`src/rtl/sqrl_uart_frame_ctrl_if.sv`:
```
// sqrl_uart_frame_ctrl_if: UART receive byte strobe, payload buffer write
// port and frame valid/ack handshake bundled for the frame controller.
//   master: frame controller side (consumes rx bytes, drives pay_* / frame_*)
//   slave : receiver + consumer side (drives rx bytes and frame_ack)
interface sqrl_uart_frame_ctrl_if #(
  parameter int ADDR_W = 6
);
  logic              rx_new_byte;
  logic [7:0]        rx_byte;
  logic              pay_we;
  logic [ADDR_W-1:0] pay_addr;
  logic [7:0]        pay_data;
  logic              frame_valid;
  logic [7:0]        frame_cmd;
  logic [7:0]        frame_len;
  logic              frame_ack;
  logic              frame_err;
  logic [1:0]        err_code;

  modport master (
    input  rx_new_byte, rx_byte, frame_ack,
    output pay_we, pay_addr, pay_data,
    output frame_valid, frame_cmd, frame_len,
    output frame_err, err_code
  );

  modport slave (
    output rx_new_byte, rx_byte, frame_ack,
    input  pay_we, pay_addr, pay_data,
    input  frame_valid, frame_cmd, frame_len,
    input  frame_err, err_code
  );
endinterface

```
`src/rtl/sqrl_uart_frame_ctrl.sv`:
```
// sqrl_uart_frame_ctrl: hunts SYNC, parses CMD/LEN/payload/CHK, writes the
// payload buffer, holds good frames until ack, pulses framing errors.
// Ports: clk, reset (sync, active high), bus (sqrl_uart_frame_ctrl_if.master).
// Error codes: 0 overrun, 1 checksum, 2 length, 3 timeout.
// Define SQRL_UART_FRAME_CRC8_EN to use CRC-8 (poly 0x07) instead of XOR.
module sqrl_uart_frame_ctrl #(
  parameter int         comm_clk_frequency = 100000000,
  parameter int         baud_rate          = 115200,
  parameter logic [7:0] SYNC_BYTE          = 8'hA5,
  parameter int         MAX_LEN            = 64,
  parameter int         ADDR_W             = 6,
  parameter int         TIMEOUT_BYTES      = 4
) (
  input logic                   clk,
  input logic                   reset,
  sqrl_uart_frame_ctrl_if.master bus
);
  localparam int TIMEOUT_CYCLES =
    TIMEOUT_BYTES * 10 * (comm_clk_frequency / baud_rate);
  localparam int TW =
    (TIMEOUT_CYCLES > 1) ? $clog2(TIMEOUT_CYCLES) : 1;
  localparam logic [TW-1:0] T_LAST = TW'(TIMEOUT_CYCLES - 1);

  typedef enum logic [2:0] {
    S_HUNT, S_CMD, S_LEN, S_PAY, S_CHK, S_HOLD
  } state_t;

  state_t            state, state_n;
  logic [TW-1:0]     timer, timer_n;
  logic [7:0]        acc, acc_n;
  logic [7:0]        idx, idx_n;
  logic [7:0]        cmd_q, cmd_n;
  logic [7:0]        len_q, len_n;
  logic [7:0]        data_q, data_n;
  logic [ADDR_W-1:0] addr_q, addr_n;
  logic              we_q, we_n;
  logic              err_q, err_n;
  logic [1:0]        code_q, code_n;
  logic              valid_q;
  logic              hunt_byte;
  logic              active;

  function automatic logic [7:0] fold(
    input logic [7:0] a,
    input logic [7:0] b
  );
`ifdef SQRL_UART_FRAME_CRC8_EN
    logic [7:0] c;
    c = a ^ b;
    for (int i = 0; i < 8; i++)
      c = c[7] ? ((c << 1) ^ 8'h07) : (c << 1);
    return c;
`else
    return a ^ b;
`endif
  endfunction

  always_comb begin
    state_n   = state;
    timer_n   = timer;
    acc_n     = acc;
    idx_n     = idx;
    cmd_n     = cmd_q;
    len_n     = len_q;
    we_n      = 1'b0;
    addr_n    = addr_q;
    data_n    = data_q;
    err_n     = 1'b0;
    code_n    = code_q;
    hunt_byte = 1'b0;
    active    = 1'b0;

    unique case (state)
      S_HUNT: hunt_byte = bus.rx_new_byte;
      S_CMD: begin
        active = 1'b1;
        if (bus.rx_new_byte) begin
          cmd_n   = bus.rx_byte;
          acc_n   = fold(acc, bus.rx_byte);
          state_n = S_LEN;
        end
      end
      S_LEN: begin
        active = 1'b1;
        if (bus.rx_new_byte) begin
          if (32'(bus.rx_byte) > MAX_LEN) begin
            err_n   = 1'b1;
            code_n  = 2'd2;
            state_n = S_HUNT;
          end else begin
            len_n   = bus.rx_byte;
            acc_n   = fold(acc, bus.rx_byte);
            idx_n   = '0;
            state_n = (bus.rx_byte == 8'd0) ? S_CHK : S_PAY;
          end
        end
      end
      S_PAY: begin
        active = 1'b1;
        if (bus.rx_new_byte) begin
          we_n   = 1'b1;
          addr_n = idx[ADDR_W-1:0];
          data_n = bus.rx_byte;
          acc_n  = fold(acc, bus.rx_byte);
          idx_n  = idx + 8'd1;
          if (idx + 8'd1 == len_q)
            state_n = S_CHK;
        end
      end
      S_CHK: begin
        active = 1'b1;
        if (bus.rx_new_byte) begin
          if (bus.rx_byte == acc) begin
            state_n = S_HOLD;
          end else begin
            err_n   = 1'b1;
            code_n  = 2'd1;
            state_n = S_HUNT;
          end
        end
      end
      S_HOLD: begin
        // ack releases the frame; a same-cycle byte is a fresh HUNT byte
        if (bus.frame_ack) begin
          state_n   = S_HUNT;
          hunt_byte = bus.rx_new_byte;
        end else if (bus.rx_new_byte) begin
          err_n  = 1'b1;
          code_n = 2'd0;
        end
      end
      default: state_n = S_HUNT;
    endcase

    // a strobe always beats an expiring timer
    if (active && !bus.rx_new_byte) begin
      if (timer == T_LAST) begin
        err_n   = 1'b1;
        code_n  = 2'd3;
        state_n = S_HUNT;
      end else begin
        timer_n = timer + 1'b1;
      end
    end else begin
      timer_n = '0;
    end

    if (state_n == S_HUNT)
      timer_n = '0;

    if (hunt_byte && bus.rx_byte == SYNC_BYTE) begin
      state_n = S_CMD;
      acc_n   = '0;
      timer_n = '0;
    end
  end

  always_ff @(posedge clk) begin
    if (reset) begin
      state   <= S_HUNT;
      timer   <= '0;
      acc     <= '0;
      idx     <= '0;
      cmd_q   <= '0;
      len_q   <= '0;
      we_q    <= 1'b0;
      addr_q  <= '0;
      data_q  <= '0;
      err_q   <= 1'b0;
      code_q  <= '0;
      valid_q <= 1'b0;
    end else begin
      state   <= state_n;
      timer   <= timer_n;
      acc     <= acc_n;
      idx     <= idx_n;
      cmd_q   <= cmd_n;
      len_q   <= len_n;
      we_q    <= we_n;
      addr_q  <= addr_n;
      data_q  <= data_n;
      err_q   <= err_n;
      code_q  <= code_n;
      valid_q <= (state_n == S_HOLD);
    end
  end

  assign bus.pay_we      = we_q;
  assign bus.pay_addr    = addr_q;
  assign bus.pay_data    = data_q;
  assign bus.frame_valid = valid_q;
  assign bus.frame_cmd   = cmd_q;
  assign bus.frame_len   = len_q;
  assign bus.frame_err   = err_q;
  assign bus.err_code    = code_q;
endmodule

```
`src/flat_wrapper.sv`:
```
// flat-port wrapper written by rule: the top's interface ports become plain ports
module sqrl_uart_frame_ctrl_flat 
#(
  parameter int         comm_clk_frequency = 100000000,
  parameter int         baud_rate          = 115200,
  parameter logic [7:0] SYNC_BYTE          = 8'hA5,
  parameter int         MAX_LEN            = 64,
  parameter int         ADDR_W             = 6,
  parameter int         TIMEOUT_BYTES      = 4
)
  (clk, reset, bus_rx_new_byte, bus_rx_byte, bus_frame_ack, bus_pay_we, bus_pay_addr, bus_pay_data, bus_frame_valid, bus_frame_cmd, bus_frame_len, bus_frame_err, bus_err_code);
  sqrl_uart_frame_ctrl_if #(.ADDR_W(ADDR_W)) bus_i ();
  input logic clk;
  input logic reset;
  input wire logic [$bits(bus_i.rx_new_byte)-1:0] bus_rx_new_byte;
  input wire logic [$bits(bus_i.rx_byte)-1:0] bus_rx_byte;
  input wire logic [$bits(bus_i.frame_ack)-1:0] bus_frame_ack;
  output wire logic [$bits(bus_i.pay_we)-1:0] bus_pay_we;
  output wire logic [$bits(bus_i.pay_addr)-1:0] bus_pay_addr;
  output wire logic [$bits(bus_i.pay_data)-1:0] bus_pay_data;
  output wire logic [$bits(bus_i.frame_valid)-1:0] bus_frame_valid;
  output wire logic [$bits(bus_i.frame_cmd)-1:0] bus_frame_cmd;
  output wire logic [$bits(bus_i.frame_len)-1:0] bus_frame_len;
  output wire logic [$bits(bus_i.frame_err)-1:0] bus_frame_err;
  output wire logic [$bits(bus_i.err_code)-1:0] bus_err_code;
  assign bus_i.rx_new_byte = bus_rx_new_byte;
  assign bus_i.rx_byte = bus_rx_byte;
  assign bus_i.frame_ack = bus_frame_ack;
  assign bus_pay_we = bus_i.pay_we;
  assign bus_pay_addr = bus_i.pay_addr;
  assign bus_pay_data = bus_i.pay_data;
  assign bus_frame_valid = bus_i.frame_valid;
  assign bus_frame_cmd = bus_i.frame_cmd;
  assign bus_frame_len = bus_i.frame_len;
  assign bus_frame_err = bus_i.frame_err;
  assign bus_err_code = bus_i.err_code;
  sqrl_uart_frame_ctrl #(.comm_clk_frequency(comm_clk_frequency), .baud_rate(baud_rate), .SYNC_BYTE(SYNC_BYTE), .MAX_LEN(MAX_LEN), .ADDR_W(ADDR_W), .TIMEOUT_BYTES(TIMEOUT_BYTES)) u_core (.clk(clk), .reset(reset), .bus(bus_i));
endmodule
```
`config.mk`:
```
export PLATFORM = sky130hd
export DESIGN_NAME = sqrl_uart_frame_ctrl_flat
export DESIGN_NICKNAME = d
export VERILOG_FILES = /design/src/rtl/sqrl_uart_frame_ctrl_if.sv /design/src/rtl/sqrl_uart_frame_ctrl.sv /design/src/flat_wrapper.sv
export SDC_FILE = /design/constraint.sdc
export NUM_CORES = 1
export LEC_CHECK = 0
export BUFFER_PORTS_ARGS = -buffer_cell sky130_fd_sc_hd__buf_2
export CORE_ASPECT_RATIO = 0.5
export CORE_MARGIN = 1
export CORE_UTILIZATION = 55
export DETAILED_ROUTE_END_ITERATION = 10
export GPL_TIMING_DRIVEN = 0
export HOLD_SLACK_MARGIN = 0.03
export PLACE_DENSITY_LB_ADDON = 0.25
export SYNTH_ARGS = -nofsm -noshare
export SYNTH_HDL_FRONTEND = slang
export SYNTH_SLANG_ARGS = --single-unit
```
`constraint.sdc`:
```
create_clock -name clk -period 3.1 [get_ports clk]
set_input_delay 0.155 -clock clk [delete_from_list [all_inputs] [get_ports clk]]
set_output_delay 0.155 -clock clk [all_outputs]
set_load 0.005 [all_outputs]
```
# Word level (Yosys, flattened, before mapping)
# Cells that the tools add are included.
# classes
n_addsub,2
magnitude_cmp,1
n_eq_ne,14
mux,42
bitwise_logic,4
n_reduce_logical,18
# ops
op,n
8-bit 2-to-1 mux,6
3-bit 2-to-1 mux,12
8-bit one-hot mux with 2 select lines,2
3-bit one-hot mux with 6 select lines,1
16-bit by 1-bit adder with 16-bit output (second input constant),1
16-bit equality test (second input constant),1
8-bit equality test,2
2-bit 2-to-1 mux,8
1-bit 2-to-1 mux,10
3-bit equality test (second input constant),3
8-bit by 1-bit adder with 8-bit output (second input constant),1
8-bit equality test (second input constant),1
8-bit by 7-bit > comparator with 1-bit output (second input constant),1
8-bit zero test,1
4-bit AND reduction,2
4-bit OR reduction,2
8-bit bitwise XOR,1
3-bit by 2-bit equality test with 1-bit output (second input constant),2
3-bit zero test,2
2-bit inequality test (second input constant),3
2-bit one-hot mux with 3 select lines,1
2-bit OR reduction,3
2-bit AND reduction,2
2-bit nonzero test,2
other kinds (8),11
# word_totals
reg_bits,70
inputBits,12
word_cells,93

# Depth between registers and ports, before layout
# logic_depth
word_depth,9
depth_mapped,8

# Worst setup path before layout
# OpenSTA, ideal clock, no wires.
# synth_path
kind,reg2reg
startpoint,reg u_core.idx[1]
endpoint,reg u_core.state[1]
t_arrival_ns,1.792
slack_ns,1.177
stages_incl_launch_ff,8
n_path_buf,1
synth_period_minus_slack_ns,1.923
path_cell_list,dfxtp_1 > ha_1 > and3_1 > clkbuf_1 > nand3_1 > or3_1 > a311oi_1 > a211oi_1
# synth_between
elab_chain_len,8
# synth_rtl
item,line,rtl
start: declaration,sqrl_uart_frame_ctrl.sv:31,"logic [7:0] idx, idx_n;"
start signal: assignment,sqrl_uart_frame_ctrl.sv:176,idx <= idx_n;
8-bit by 1-bit adder with 8-bit output (*),sqrl_uart_frame_ctrl.sv:106,if (idx + 8'd1 == len_q)
8-bit equality test (*),sqrl_uart_frame_ctrl.sv:106,
3-bit 2-to-1 mux (*),sqrl_uart_frame_ctrl.sv:106,
3-bit 2-to-1 mux (*),sqrl_uart_frame_ctrl.sv:100,if (bus.rx_new_byte) begin
3-bit one-hot mux with 6 select lines (*),sqrl_uart_frame_ctrl.sv:73,unique case (state)
3-bit 2-to-1 mux,sqrl_uart_frame_ctrl.sv:137,if (timer == T_LAST) begin
3-bit 2-to-1 mux (*),sqrl_uart_frame_ctrl.sv:136,if (active && !bus.rx_new_byte) begin
3-bit 2-to-1 mux (*),sqrl_uart_frame_ctrl.sv:151,if (hunt_byte && bus.rx_byte == SYNC_BYTE) begin
end signal: assignment,sqrl_uart_frame_ctrl.sv:173,state <= state_n;
end: declaration,sqrl_uart_frame_ctrl.sv:28,"state_t state, state_n;"
# Every way passes the cells marked *; elsewhere a longest branch is shown, timed or not.
# A chain may end at the register's enable or synchronous reset.

# Worst setup path in the final report
# layout_path
startpoint,reg u_core.idx[1]
endpoint,reg u_core.state[0]
# Same word-level chain as after synthesis.

==> flow_summary.ini <==
[status]
status = finished clean

[min_path]
timing.hold.worst.class = input port to register

[clocking]
cts.path.max_buffers = 2
clk_pin_slew_worst_paths_ns = 0.06
htree_num_levels = 3
cts_made_buffers = 9
ctsResizeCount = 0
cts_setup_buffers = 0
hold_buffers = 0
cts_sinks = 70
cts_tree = built
cts-root-buf = clkbuf_16
clkLatencyLatePin_ns = 0.34

[timing]
rsz0062_at_grt = no
slew_viol_final = 0
skew_ns = 0.00469
finalSetupTns_ns = 0
setup_viol = 0
worstMarginPinSlew_ns = 0.831
worst_slack_ns = 0.815
final_hold_viol_count = 0
fin_crit_sh_pct = 73.7
max_freq_mhz = 438
relSlewSlack_pct = 44.3
fin_crit_ns = 2.28

[synth]
async_flop_share_pct = 0
yosys_warnings = 0
postSynthAreaPerCell_um2 = 8.36
synth_xor_area_share_pct = 7.89
syn_area_mm2 = 0.00355
ys_seq_area_share_pct = 39.5
synth_nets = 439
synth_cells = 425
synth-simple-area-share_pct = 26.9
synthFlopType = dfxtp_1
ys_seq_elements = 70
synthMuxAreaShare_pct = 2.85
synthAdderAreaFrac_pct = 0.704
synth_compound_area_share_pct = 16.3
synth_cell_type_count = 63
synth_edf_count = 0
synth_top_family_by_area = simple AND/OR/NAND/NOR gates

[cells_and_area]
final_common_cell = dfxtp_1
synthToLayoutAreaGrowth_pct = 17.4
final_cell_mix = dfxtp_1, nand2_1, buf_2
fin_nets = 491
antenna_cells = 0
drive_above_1_share_pct = 17.4
utilization_pct = 67.7

[routing]
wl_per_cell_um = 14.7
drt-total-wl_mm = 8.37
vias = 3223
firstDrtPassIters = 5
post-route-drc-count = 0
vias_per_cell = 5.65
ant_nets = 0
drt_iter0_drc = 317

[floorplanning]
start_util_pct = 57.7
die_area_mm2 = 0.00680
core-area_mm2 = 0.00616
die_x_um = 116
num_rows = 20
io_pins = 47
die_y_um = 58.8

[power_and_ir_drop]
vdd_drop_max_uv = 308
clkPwrFrac_pct = 52.1
pwr-share-seq_pct = 44.8
p_leak_nw = 1.48
powerDensity_mw_per_mm2 = 482
p_sw_uw = 430
p_int_mw = 1.58
combPwrFrac_pct = 3.1
switching_share_pct = 21.4

[global_route]
grt_pass1_vias = 2885
grt_max_degree = 12
antenna_found_initial = 0
overflow = 0
grt_usage_pct = 27.1
grt_pass1_wl_mm = 13.9

[place]
pre_cts_ws_ns = 0.912
hpwl_mm = 5.72
portBuffers = 41
place_congestion = 0.847

[setup_path]
cpPeakStageDelay_ns = 0.42
cp_slowest_cell = dfxtp_1
path_class = register to register
worstSetupEndpointType = register
path_cells = ha_1 -> and3_1 -> clkbuf_1 -> nand3_1 -> or3_1 -> a311oi_1 -> o32ai_1
cp_max_fo = 6
r2r_setup_slack_ns = 0.82
worstPathArrival_ns = 2.49
required_ns = 3.30
cp-start-kind = register

[job]
maxCapViolations = 0
[cells in the mapped netlist (all sizes together), types with 7 or more instances]
master   n  share of area (%)
dfxtp   70                 39
and3     7                1.2
nand3   19                2.7
xnor2   26                6.4
a21oi   39                5.5
or3     11                2.1
nor2    40                6.2
clkbuf  22                2.4
inv     15                1.6
nand2   50                5.3
mux2i    9                2.5
buf      9                1.9
o21ai   13                1.9
nand4    9                1.6
nor3     9                1.4
a211oi   8                1.8
[area by class of cell]
cell class / count / area (um^2)
fill: 540 / 1990
multi-input combinational: 309 / 1940
sequential: 70 / 1400
clock buffer: 12 / 256
timing repair buffer: 41 / 205
buffer: 31 / 153
tap: 88 / 110
inverter: 15 / 56.3
clock inverter: 4 / 45.0
[routing by layer]
metal / global-route usage [%] / wire length (um) / up-vias
met1: 35.7 / 4040 / 1506
met5: 0 / 0 / -
li1: - / - / 1604
met2: 42.0 / 3770 / 102
met4: 9.89 / 95 / 0
met3: 8.75 / 464 / 11
[path summary, 6_finish.rpt]
kind                          start                endpoint  cells past startpoint
min                  bus_rx_byte[1]  u_core.bus.pay_data[1]                      3
min reg2reg  u_core.bus.pay_data[6]  u_core.bus.pay_data[6]                      2
max reg2reg           u_core.idx[1]         u_core.state[0]                      7
max                   u_core.idx[1]         u_core.state[0]                      7
[power by group through the flow]
stage,registers (mW),logic [mW],clock network (mW)
after floorplan,0.920,0.0368,0
after global placement,0.920,0.0599,0
after detailed placement,0.920,0.0607,0
final,0.900,0.0625,1.05
after global routing,0.900,0.0670,1.10
after CTS,0.900,0.0611,1.06
[stage by stage]
step                total power, mW  cell area, um^2  hold WS (ns)  cells
global route                   2.07             4170         0.141    570
detailed placement            0.980             3870         0.446    554
finish                         2.01             4170         0.136    570
CTS                            2.02             4170         0.123    570
global placement              0.980             3870         0.441    554
floorplan                     0.956             3550         0.291    425
[flip-flops by register name, indices dropped and copies added (netlist names)]
register,count
u_core.state,3
u_core.bus.pay_data,8
u_core.bus.frame_err,1
u_core.bus.frame_valid,1
u_core.bus.pay_addr,6
u_core.timer,16
u_core.bus.frame_len,8
u_core.bus.pay_we,1
u_core.idx,8
u_core.bus.err_code,2
u_core.acc,8
u_core.bus.frame_cmd,8
[critical path, delay by kind of cell, from the launching register on]
family,cells,cell delay [ns]
DFF,1,0.42
adders and majority gates,1,0.25
and+or+nand+nor,3,0.72
buffers and inverters,1,0.23
AOI/OAI and AO/OA,2,0.52
[kinds of logic after synthesis]
family	Yosys count
simple gates	175
mux	10
compound gates	90
flops	70
buf+inv	46
xor+xnor	32
fa+ha+maj	2
No activity file was read; power rests on OpenSTA's default activity.
